--- src/rtl/scan_chain_sequencer.sv ---
// rtl/scan_chain_sequencer.sv - drives a falling-edge scan chain: optional capture, MSB-first shift-in, parallel readback
module scan_chain_sequencer #(
    parameter int CHAIN_LEN = 16,
    parameter int CNT_W     = 5
) (
    input  logic                 CLK,
    input  logic                 RST,
    input  logic                 START,
    input  logic                 CAPTURE,
    input  logic                 ABORT,
    input  logic [CHAIN_LEN-1:0] DIN,
    input  logic                 SO,
    output logic                 SE,
    output logic                 CE,
    output logic                 SI,
    output logic                 BUSY,
    output logic                 DONE,
    output logic [CHAIN_LEN-1:0] DOUT
);

    typedef enum logic [1:0] {S_IDLE, S_CAPT, S_SHIFT, S_DONE} state_t;

    localparam logic [CNT_W-1:0] LAST = CNT_W'(CHAIN_LEN - 1);

    state_t               state_q, state_d;
    logic [CHAIN_LEN-1:0] in_q, in_d;
    logic [CHAIN_LEN-1:0] out_q, out_d;
    logic [CNT_W-1:0]     cnt_q, cnt_d;
    logic                 se_d, ce_d, si_d, busy_d, done_d;

    always_ff @(posedge CLK or posedge RST) begin
        if (RST) begin
            state_q <= S_IDLE;
            in_q    <= '0;
            out_q   <= '0;
            cnt_q   <= '0;
            SE      <= 1'b0;
            CE      <= 1'b0;
            SI      <= 1'b0;
            BUSY    <= 1'b0;
            DONE    <= 1'b0;
            DOUT    <= '0;
        end else begin
            state_q <= state_d;
            in_q    <= in_d;
            out_q   <= out_d;
            cnt_q   <= cnt_d;
            SE      <= se_d;
            CE      <= ce_d;
            SI      <= si_d;
            BUSY    <= busy_d;
            DONE    <= done_d;
            if (state_d == S_DONE)
                DOUT <= out_q;
        end
    end

    // in_q shifts left each SHIFT cycle so its MSB is always the next bit to send;
    // SO samples enter out_q at the LSB, so the first sample (old chain tail) ends up at the MSB.
    always_comb begin
        state_d = state_q;
        in_d    = in_q;
        out_d   = out_q;
        cnt_d   = cnt_q;
        case (state_q)
            S_IDLE: begin
                if (START) begin
                    in_d  = DIN;
                    cnt_d = '0;
                    if (CAPTURE) begin
                        state_d = S_CAPT;
                    end else begin
                        out_d   = {out_q[CHAIN_LEN-2:0], SO};
                        state_d = S_SHIFT;
                    end
                end
            end
            S_CAPT: begin
                if (ABORT) begin
                    state_d = S_IDLE;
                end else begin
                    out_d   = {out_q[CHAIN_LEN-2:0], SO};
                    state_d = S_SHIFT;
                end
            end
            S_SHIFT: begin
                if (ABORT) begin
                    state_d = S_IDLE;
                end else begin
                    in_d  = {in_q[CHAIN_LEN-2:0], 1'b0};
                    cnt_d = cnt_q + CNT_W'(1);
                    if (cnt_q == LAST)
                        state_d = S_DONE;
                    else
                        out_d = {out_q[CHAIN_LEN-2:0], SO};
                end
            end
            S_DONE:  state_d = S_IDLE;
            default: state_d = S_IDLE;
        endcase
    end

    // Outputs are decoded from the next state and registered, giving glitch-free Moore outputs.
    always_comb begin
        se_d   = (state_d == S_SHIFT);
        ce_d   = (state_d == S_SHIFT) || (state_d == S_CAPT);
        busy_d = ce_d;
        done_d = (state_d == S_DONE);
        si_d   = se_d & in_d[CHAIN_LEN-1];
    end

endmodule

--- config.mk ---
export PLATFORM = sky130hd
export DESIGN_NAME = scan_chain_sequencer
export DESIGN_NICKNAME = d
export VERILOG_FILES = /design/src/rtl/scan_chain_sequencer.sv
export SDC_FILE = /design/constraint.sdc
export NUM_CORES = 1
export LEC_CHECK = 0
export ABC_CLOCK_PERIOD_IN_PS = 2700
export BUFFER_PORTS_ARGS = -buffer_cell sky130_fd_sc_hd__buf_2
export CORE_MARGIN = 2
export CORE_UTILIZATION = 55
export DETAILED_ROUTE_END_ITERATION = 6
export PLACE_DENSITY_LB_ADDON = 0.15
export SLEW_MARGIN = 20
export SYNTH_ARGS = -nofsm -noshare
export SYNTH_HDL_FRONTEND = slang
export SYNTH_SLANG_ARGS = --single-unit
--- constraint.sdc ---
create_clock -name CLK -period 2.7 [get_ports CLK]
set_input_delay 0.81 -clock CLK [delete_from_list [all_inputs] [get_ports CLK]]
set_output_delay 0.81 -clock CLK [all_outputs]
set_load 0.02 [all_outputs]
* Word-level counts from Yosys, hierarchy flattened
Cells that the tools add are included.
** Storage, ports and cells
- Bits in registers :: 59
- Input bits :: 22
- Word-level logic and storage cells :: 48
** Cells by class
- $add $sub $neg :: 1
- Eq/ne operators :: 12
- Multiplexer cells :: 18
- Bitwise logic cells :: 1
- Reductions and logical operators :: 6
** Operators with widths (number)
- $mux 16 :: 7
- $pmux 16 s3 :: 1
- $pmux 16 s2 :: 1
- $mux 2 :: 5
- $mux 5 :: 2
- $ne 2x2->1 const B :: 5
- $pmux 5 s2 :: 1
- $eq 2x2->1 const B :: 4
- $pmux 2 s4 :: 1
- $reduce_and 6->1 :: 1
- $add 5x1->5 const B :: 1
- $eq 5x4->1 const B :: 1
- $eq 2x1->1 const B :: 2
- $reduce_and 3->1 :: 1
- $reduce_bool 3->1 :: 1
- $logic_not 2->1 :: 1
- $reduce_bool 2->1 :: 1
- $and 1x1->1 :: 1
- $logic_or 1x1->1 :: 1

* Longest topological paths before layout
Gate-level depths: netlist of the first run.
- Depth after elaboration :: 6
- Gate-level depth with buffers :: 10
- Mapped depth without buffers :: 8

* Worst setup path before layout of the first run
OpenSTA, ideal clock, no wires.
- Path type :: in2reg
- Start :: in ABORT
- End :: reg DOUT[0]
- Setup time :: 0.125 ns
- Arrival time :: 2.584 ns
- Required time :: 2.575 ns
- Slack :: -0.008 ns
- Cell stages on the path :: 8
- Path through :: or3b_1 clkbuf_1 nor2_1 a21o_1 ha_1 clkbuf_1 buf_1 mux2_2
** On the way
- Longest elaborated chain between the ends :: 3
** RTL lines
- start, declared :: line 10 : input logic ABORT,
- $mux 2 (on tied branches) :: line 87, 79
- $pmux 2 s4 (*) :: line 65 : case (state_q)
- $eq 2x2->1 (*)
- via done_d :: line 29 : logic se_d, ce_d, si_d, busy_d, done_d;
- end signal, assigned :: line 54 : DOUT <= out_q;
- end, declared :: line 18 : output logic [CHAIN_LEN-1:0] DOUT
The timed path passes the listed nets; every way through them passes the cells marked *.
A chain may end at the register's enable or synchronous reset.

* Final worst setup path of the first run
- Start :: reg cnt_q[1]
- End :: reg DOUT[2]
** On the way
- Longest elaborated chain between the ends :: 5
** RTL lines
- start, declared :: line 28 : logic [CNT_W-1:0] cnt_q, cnt_d;
- start signal, assigned :: line 47 : cnt_q <= cnt_d;
- $eq 5x4->1 :: line 92 : if (cnt_q == LAST)
- $mux 2 :: line 92
- $mux 2 :: line 87 : if (ABORT) begin
- $pmux 2 s4 :: line 65
- $eq 2x2->1
- via done_d :: line 29
The timed path passes the listed nets, and every way through them passes these cells.

==> results.md, run 1 <==
STA:
- The worst setup margin is 0.5427 ns.
- Counting I/O delays and the setup requirement, the final critical path takes 2.157 ns.
- The number of hold-slack violations in the final timing report came to 0.
- The clock arrives with 0.009547 ns of skew.
- The final worst-path cycle share is 0.7990.
- The maximum clock frequency is 463.5 MHz.
- Setup total negative slack on the finished layout was measured at 0 ns.
- The number of pins exceeding their max-slew limit in the final report is 0.
- Setup repair after global routing left no endpoint under its margin.
- Setup violations remaining at the end of the flow were counted as 0.
- The normalized max-slew margin is 0.5945.
- At the pin with the least slew margin, the transition time is 0.6073 ns.

Yosys:
- The average instance in the mapped netlist occupies 13.02 um2.
- The part of the Yosys area used for sequential elements is 0.6033.
- The share of synthesized area in the top cell type comes to 0.6033.
- The count of state elements after synthesis is 59.
- The largest area contributor in the netlist is sky130_fd_sc_hd__dfrtp_1.
- After synthesis the cells add up to 2447 um2.
- The most used flip-flop cell after synthesis is sky130_fd_sc_hd__dfrtp_1.
- The number of different library cells in the post-synthesis netlist is 27.
- The number of synthesis warnings is 0.
- In the synthesized netlist the async set-or-reset flop fraction comes to 1.000.
- After technology mapping, the gate count stands at 188.
- In this run, synthesis inferred 0 flip-flops with an integrated enable.
- The total nets after synthesis is 213.
- Ranked by total cell area, the synthesized netlist is headed by sky130_fd_sc_hd__dfrtp_1 60%, sky130_fd_sc_hd__mux2_2 11%, sky130_fd_sc_hd__a22oi_1 4.9%.

GRT:
- The number of global-route vias before repair is 1638.
- The sum of overflow across all layers after global routing is 0.
- The first global-routing pass estimated 7555 um of wire.
- The overall routing resource usage is 0.1937.
- The number of antenna violations at the first check in global routing is 0.
- The maximum number of pins on one net before global-route repair is 33.

Worst hold path:
- The worst hold path depth is 1.
- The startpoint of the worst hold path is cnt_q[4].
- The class of the tightest hold or removal check is reg -> reg.
- The endpoint with the worst hold slack is cnt_q[4].

Critical path:
- The maximum fanout along the worst path is 16.
- The standard cell with the maximum stage delay on the critical path is sky130_fd_sc_hd__dfrtp_1.
- The slack of the worst reg-to-reg path is 0.54 ns.
- The cell type with the highest occurrence count on the critical path is sky130_fd_sc_hd__ha_1.
- The critical path is of the reg -> reg type.
- STA classifies the critical path startpoint as a flop.
- On the worst path, the slowest cell contributes a delay of 0.42 ns.
- STA puts the critical path data arrival time at 2.36 ns.
- The startpoint identified for the worst register-to-register timing path is cnt_q[1].
- The depth of the worst register-to-register path is 9.
- The endpoint of the most critical register-to-register path is DOUT[2].
- The required time of the critical path is 2.90 ns.
- STA classifies the critical path endpoint as a flop.
- The signal on the critical path passes through ha_1, and3_1, ha_1, inv_1, nor2_1, a21o_1, ha_1, buf_12, mux2_2.

Routing:
- The first detailed-routing pass ran for 5 iterations.
- The remaining antenna violation count is 0.
- For this block, the via count after detailed routing is 1576.
- For this run, design rule violations remaining after detail routing come to 0.
- Summed over all layers, the routed wires come to 4330 um.
- After detailed routing, the number of vias per cell comes to 5.434.
- The count of routing violations after the opening detailed-route iteration is 102.
- The average detailed-routed wire length per instance is 14.93 um.

Floorplan:
- The die covers 4999 um2.
- 43 I/O pins were placed.
- The core area is 4324 um2.
- The die boundary height is 70.71 um.
- In this run the core area contains 24 standard-cell rows.
- The initial utilization of the core area, before any placement, comes to 0.5660.
- The overall die width is 70.71 um.

Cells and area:
- The net count reported at finish is 260.
- From synthesis to final layout, the design area changed by 19.53%.
- In the final layout, the share of cells above drive strength 1 is 0.4202.
- The library cell used most frequently in the layout, excluding fill and tap cells, is sky130_fd_sc_hd__dfrtp_1.
- The library cells used most frequently in the layout, excluding fill and tap cells, are 59 x sky130_fd_sc_hd__dfrtp_1, 42 x sky130_fd_sc_hd__buf_2, 24 x sky130_fd_sc_hd__mux2_2.
- The repair_antennas step left the layout with diodes totalling 0.

Clocking:
- The H-tree was split into 3 levels.
- Buffers inserted to repair hold after CTS numbered 0.
- The number of sinks on the clock net is 59.
- The number of buffers created by CTS is 9.
- The deepest clock path buffer count is 2.
- The clock transition at the registers of the reported paths is 0.06 ns.
- The TritonCTS clock tree is built.
- The later-pin clock latency in the skew report is 0.32 ns.
- Post-CTS repair changed the size of 0 cells.
- The count of buffers added by post-CTS timing repair for setup is 0.
- The CTS root buffer is sky130_fd_sc_hd__clkbuf_8.

Power:
- The leakage power of the design is 0.001482 uW.
- The largest voltage drop on the vdd net is 0.6938 mV.
- For this design the ratio of total power to cell area is 1024 nW/um2.

Place:
- In this run the tool buffered the top-level ports with 42 buffer cells.
- Once detailed placement completed, the half-perimeter wirelength came to 2945 um.
- At the end of routability-driven placement, the weighted congestion stood at 0.8104.
- The worst-case setup slack after placement is 0.2607 ns.

Outcome:
- The run finished with clean final reports.

Flow run:
- The max-cap check violation count is 0.
## critical path: cells and delay by family, from the launching register on
| family | cells | cell delay (ns) |
|---|---|---|
| compound gates | 1 | 0.18 |
| mux | 1 | 0.28 |
| fa+ha+maj | 3 | 0.61 |
| flops | 1 | 0.42 |
| simple gates | 2 | 0.27 |
| buf+inv | 2 | 0.27 |
## state kept, by name, indices dropped and copies added (netlist names)
name	cells
DOUT	16
DONE	1
BUSY	1
out_q	16
SE	1
SI	1
state_q	2
in_q	16
cnt_q	5
## report_power, final
group          switching (uW)  total, uW  internal [uW]
clock network             307        745            438
logic                     418        839            421
registers                 201       1410           1210
total                     926       2990           2070
## cells by family after synthesis
| group | synth area share |
|---|---|
| compound gates | 0.08385 |
| fa+ha+maj | 0.01534 |
| buf+inv | 0.03425 |
| flops | 0.6033 |
| mux | 0.1595 |
| simple gates | 0.1038 |
## synth_stat cells, types with 4 or more instances
master and count:
sky130_fd_sc_hd__dfrtp_1 59, sky130_fd_sc_hd__mux2_2 24, sky130_fd_sc_hd__nand3_1 17, sky130_fd_sc_hd__a22oi_1 16, sky130_fd_sc_hd__nand2_1 15, sky130_fd_sc_hd__clkbuf_1 9
sky130_fd_sc_hd__mux2_4 8, sky130_fd_sc_hd__inv_1 6, sky130_fd_sc_hd__o21ai_0 5, sky130_fd_sc_hd__nor2_1 4, sky130_fd_sc_hd__or3_1 4
## how the worst max path moves through the flow
stage	end	cells after the start	start	slack, ns
floorplan	DOUT[0]	8	ABORT	0.13
global placement	DOUT[0]	7	ABORT	0.32
detailed placement	DOUT[15]	7	ABORT	0.26
CTS	DOUT[15]	9	cnt_q[0]	0.55
global route	DOUT[2]	9	cnt_q[0]	0.48
finish	DOUT[2]	9	cnt_q[1]	0.54
## per-layer routing
layer,GRT usage,up-vias,routed length [um]
met3,0.05128,11,206
li1,-,756,-
met5,0,-,0
met1,0.2461,774,1943
met2,0.3146,35,2086
met4,0.08595,0,95
## cell type report
cell class	instances	area (um2)
flip-flops and latches	59	1476
fillers	337	1399
multi-input cells	110	892.1
repair buffers	49	287.8
clock buffers	11	141.4
well taps	52	65.06
clock inverters	3	40.04
inverters	6	22.52
## through the flow
step | util | total power, uW | std cells | area (um2) | hold WS, ns
after floorplan | - | 2001 | 188 | 2449 | 0.4561
after global placement | 0.6345 | 2224 | 276 | 2744 | 0.4711
after detailed placement | 0.6345 | 2273 | 276 | 2744 | 0.4735
after CTS | 0.6765 | 3023 | 290 | 2925 | 0.4925
after global routing | 0.6765 | 3184 | 290 | 2925 | 0.5033
final | 0.6765 | 2995 | 290 | 2925 | 0.4931
No activity file was read; power rests on OpenSTA's default activity.
==> run 2: changes to the inputs <==
--- a/config.mk
+++ b/config.mk
@@ -5,10 +5,10 @@
 export SDC_FILE = /design/constraint.sdc
 export NUM_CORES = 1
 export LEC_CHECK = 0
-export ABC_CLOCK_PERIOD_IN_PS = 2700
+export ABC_CLOCK_PERIOD_IN_PS = 1800
 export BUFFER_PORTS_ARGS = -buffer_cell sky130_fd_sc_hd__buf_2
 export CORE_MARGIN = 2
-export CORE_UTILIZATION = 55
+export CORE_UTILIZATION = 49
 export DETAILED_ROUTE_END_ITERATION = 6
 export PLACE_DENSITY_LB_ADDON = 0.15
 export SLEW_MARGIN = 20
==> constraint.sdc (replaced) <==
create_clock -name CLK -period 1.8 [get_ports CLK]
set_input_delay 0.54 -clock CLK [delete_from_list [all_inputs] [get_ports CLK]]
set_output_delay 0.54 -clock CLK [all_outputs]
set_load 0.02 [all_outputs]
==> results.md, run 2 (synthesis results as in run 1) <==
Outcome:
- The run finished, with violations left.
- The checks that failed: negative setup slack.

Routing:
- The count of routing violations after the opening detailed-route iteration was 61 (-40%).
- The via density per instance is 5.267 (-3.1%).
- The number of DRC violations after detailed routing was 0 (unchanged).
- The number of vias after detailed routing is 1733 (+10%).
- The average detailed-routed wire length per instance is 15.78 um (+5.7%).
- The remaining antenna violation count was 0 (unchanged).
- The detailed-route wire length is 5192 um (+20%).
- The number of iterations in the first detailed-routing pass is 5 (unchanged).

Place:
- The placement-stage cell area is 2869 um2 (+4.6%).
- The detailed-placement wirelength estimate is 3181 um (+8.0%).
- The number of buffers added on ports came to 42 (unchanged).
- The last weighted congestion value of the routability-driven placer is 0.8226 (+1.5%).

Worst hold path:
- The min-delay analysis places its worst path in the category in -> async.

Cells and area:
- The signed area change from the synthesized netlist to the final layout is 35.74%.
- The net count reported at finish came to 284 (+9.2%).
- The largest registers in the layout are DOUT: 16 flops, in_q: 16 flops, out_q: 16 flops.
- The combined area of the multi-input logic cells is 973.4 um2 (+9.1%).
- Leaving out fill and tap cells, the most frequent cell in the layout is sky130_fd_sc_hd__dfrtp_1.
- In the layout the commonest cells are 59 x sky130_fd_sc_hd__dfrtp_1, 42 x sky130_fd_sc_hd__buf_2, 20 x sky130_fd_sc_hd__buf_4.
- The layout cell share with drive strength beyond 1 is 0.5000 (+0.07983).
- The number of fillers in the final layout came to 351 (+4.2%).
- The flip-flop and latch area is 1476 um2 (unchanged).
- The antenna diode instance count was 0 (unchanged).
- The post-route cell area is 3322 um2 (+14%).

Critical path:
- The depth of the worst register-to-register path is 9 (unchanged).
- The startpoint type of the worst setup path is a flop.
- The critical path capture point type is a flop.
- The critical path in this run is classified as reg -> reg.
- The startpoint of the most critical register-to-register path is cnt_q[1].
- The slack of the worst reg-to-reg path was -0.21 ns (-0.75 ns).
- The maximum fanout along the worst path is 4 (-12).
- The arrival time at the worst endpoint came to 2.22 ns (-0.14 ns).
- The required time of the critical path is 2.01 ns (-0.89 ns).
- The worst register-to-register path ends at out_q[13].

STA:
- The final worst-path cycle share is 1.116 (+0.3166).
- The maximum clock frequency is 498.0 MHz (+7.4%).
- The count of endpoints failing setup in the final report is 33 (+33).
- The normalized max-slew margin is 0.7674 (+0.1729).
- The worst clock skew was 0.009345 ns (-0.0002022 ns).
- The post-layout minimum cycle time was 2.008 ns (-0.1492 ns).
- The slew at the pin closest to its max-slew limit is 0.3488 ns (-0.2585 ns).
- The number of hold-slack violations in the final timing report is 0 (unchanged).
- Setup repair after global routing could not meet its margin everywhere.
- The worst setup margin was -0.2081 ns (-0.7508 ns).
- The number of pins exceeding their max-slew limit in the final report was 0 (unchanged).

Clocking:
- The deepest clock path buffer count is 2 (unchanged).
- The clock transition at the registers of the reported paths is 0.07 ns (about the same).
- The number of buffers created by CTS is 9 (unchanged).
- The depth of the CTS H-tree is 3 (unchanged).
- The later-pin clock latency in the skew report is 0.32 ns (about the same).
- The TritonCTS clock tree is built.
- The tree is rooted in a sky130_fd_sc_hd__clkbuf_8.
- The count of hold buffers inserted by post-cts repair is 0 (unchanged).
- The number of sinks on the clock net came to 59 (unchanged).

GRT:
- The sum of overflow across all layers after global routing is 0 (unchanged).
- The maximum number of pins on one net before global-route repair was 60 (+82%).
- The overall routing resource usage is 0.2059 (+0.01218).
- The number of antenna violations at the first check in global routing is 0 (unchanged).
- The number of global-route vias before repair is 1735 (+5.9%).
- The global-route wire length before repair is 8411 um (+11%).

Floorplan:
- The area of the die is 5576 um2 (+12%).
- The overall die width came to 74.67 um (+5.6%).
- The initial core utilization is 0.5147 (-0.05124).
- The standard-cell row count came to 25 (+4.2%).
- The core area was 4755 um2 (+10%).
- The die boundary height is 74.67 um (+5.6%).
- The top-level port count came to 43 (unchanged).

Power:
- The leakage power of the design is 0.001676 uW (+13%).
- The total chip power is 5021 uW (+68%).
- The power density of the placed cells is 1511 nW/um2 (+48%).
- The largest voltage drop on the vdd net is 0.9540 mV (+37%).

Flow run:
- The max-cap check violation count is 0 (unchanged).
-- run 2: cell types whose count changed in the layout (fill, tap and decap cells not counted), sizes merged --
cell,previous run,this run
buf,49,72
inv,6,5
bufinv,1,2
clkinvlp,0,1
clkbuf,11,13
clkinv,2,0
-- run 2: metrics by stage --
stage | hold WS, ns | setup TNS (ns) | util | std cells | setup slack (ns)
2_1_floorplan | 0.4561 | -4.374 | - | 188 | -0.2730
3_3_place_gp | 0.4727 | -6.280 | 0.6034 | 303 | -0.2675
3_5_place_dp | 0.4858 | -7.641 | 0.6034 | 303 | -0.3410
4_1_cts | 0.2845 | -4.536 | 0.6813 | 323 | -0.1567
5_1_grt | 0.3023 | -7.193 | 0.6987 | 329 | -0.2750
6_report | 0.2927 | -5.163 | 0.6987 | 329 | -0.2081
-- run 2: layout make-up --
cell class                      instances  area share
Clock inverter                          2     0.01808
Timing Repair Buffer                   73      0.1638
Sequential cell                        59      0.4444
Clock buffer                           12     0.04670
Multi-Input combinational cell        110      0.2930
Inverter                                6    0.008663
Tap cell                               67     0.02524
-- run 2: report_power, final --
group,internal [uW],switching (uW),leakage (uW)
Sequential,1820,312,0.000746
Combinational,854,718,0.000822
Clock,841,481,0.000109
-- run 2: layer usage --
metal / track usage / up-vias / wire length [um] / part of all wire
li1: - / 809 / - / -
met1: 0.2815 / 863 / 2309 / 0.44
met2: 0.3137 / 55 / 2580 / 0.50
met3: 0.05489 / 6 / 247 / 0.048
met4: 0.08730 / 0 / 55 / 0.011
met5: 0 / - / 0 / 0
-- run 2: how the worst max path moves through the flow --
stage | start | slack [ns] | end | cells after the start
after global placement | ABORT | -0.27 | DOUT[3] | 7
after global routing | cnt_q[1] | -0.28 | out_q[13] | 9
after floorplan | ABORT | -0.27 | DOUT[0] | 8
after detailed placement | ABORT | -0.34 | DOUT[0] | 7
final | cnt_q[1] | -0.21 | out_q[13] | 9
after CTS | cnt_q[0] | -0.16 | out_q[3] | 9
-- run 2: worst max-delay path: stages, from the launching register on --
cell	delay (ns)
sky130_fd_sc_hd__dfrtp_1	0.36
sky130_fd_sc_hd__ha_2	0.19
sky130_fd_sc_hd__and3_4	0.19
sky130_fd_sc_hd__ha_4	0.14
sky130_fd_sc_hd__inv_4	0.04
sky130_fd_sc_hd__buf_6	0.11
sky130_fd_sc_hd__a211oi_4	0.28
sky130_fd_sc_hd__buf_6	0.16
sky130_fd_sc_hd__clkbuf_16	0.13
sky130_fd_sc_hd__mux2_4	0.29
-- run 2: what timing repair did --
item | 4_1_cts | 5_1_grt
gates resized for setup | 18 | 12
endpoints found under the setup margin | 32 | 33
gates cloned | 2 | 2
pin swaps | 1 | 6
buffers inserted | 4 | 5
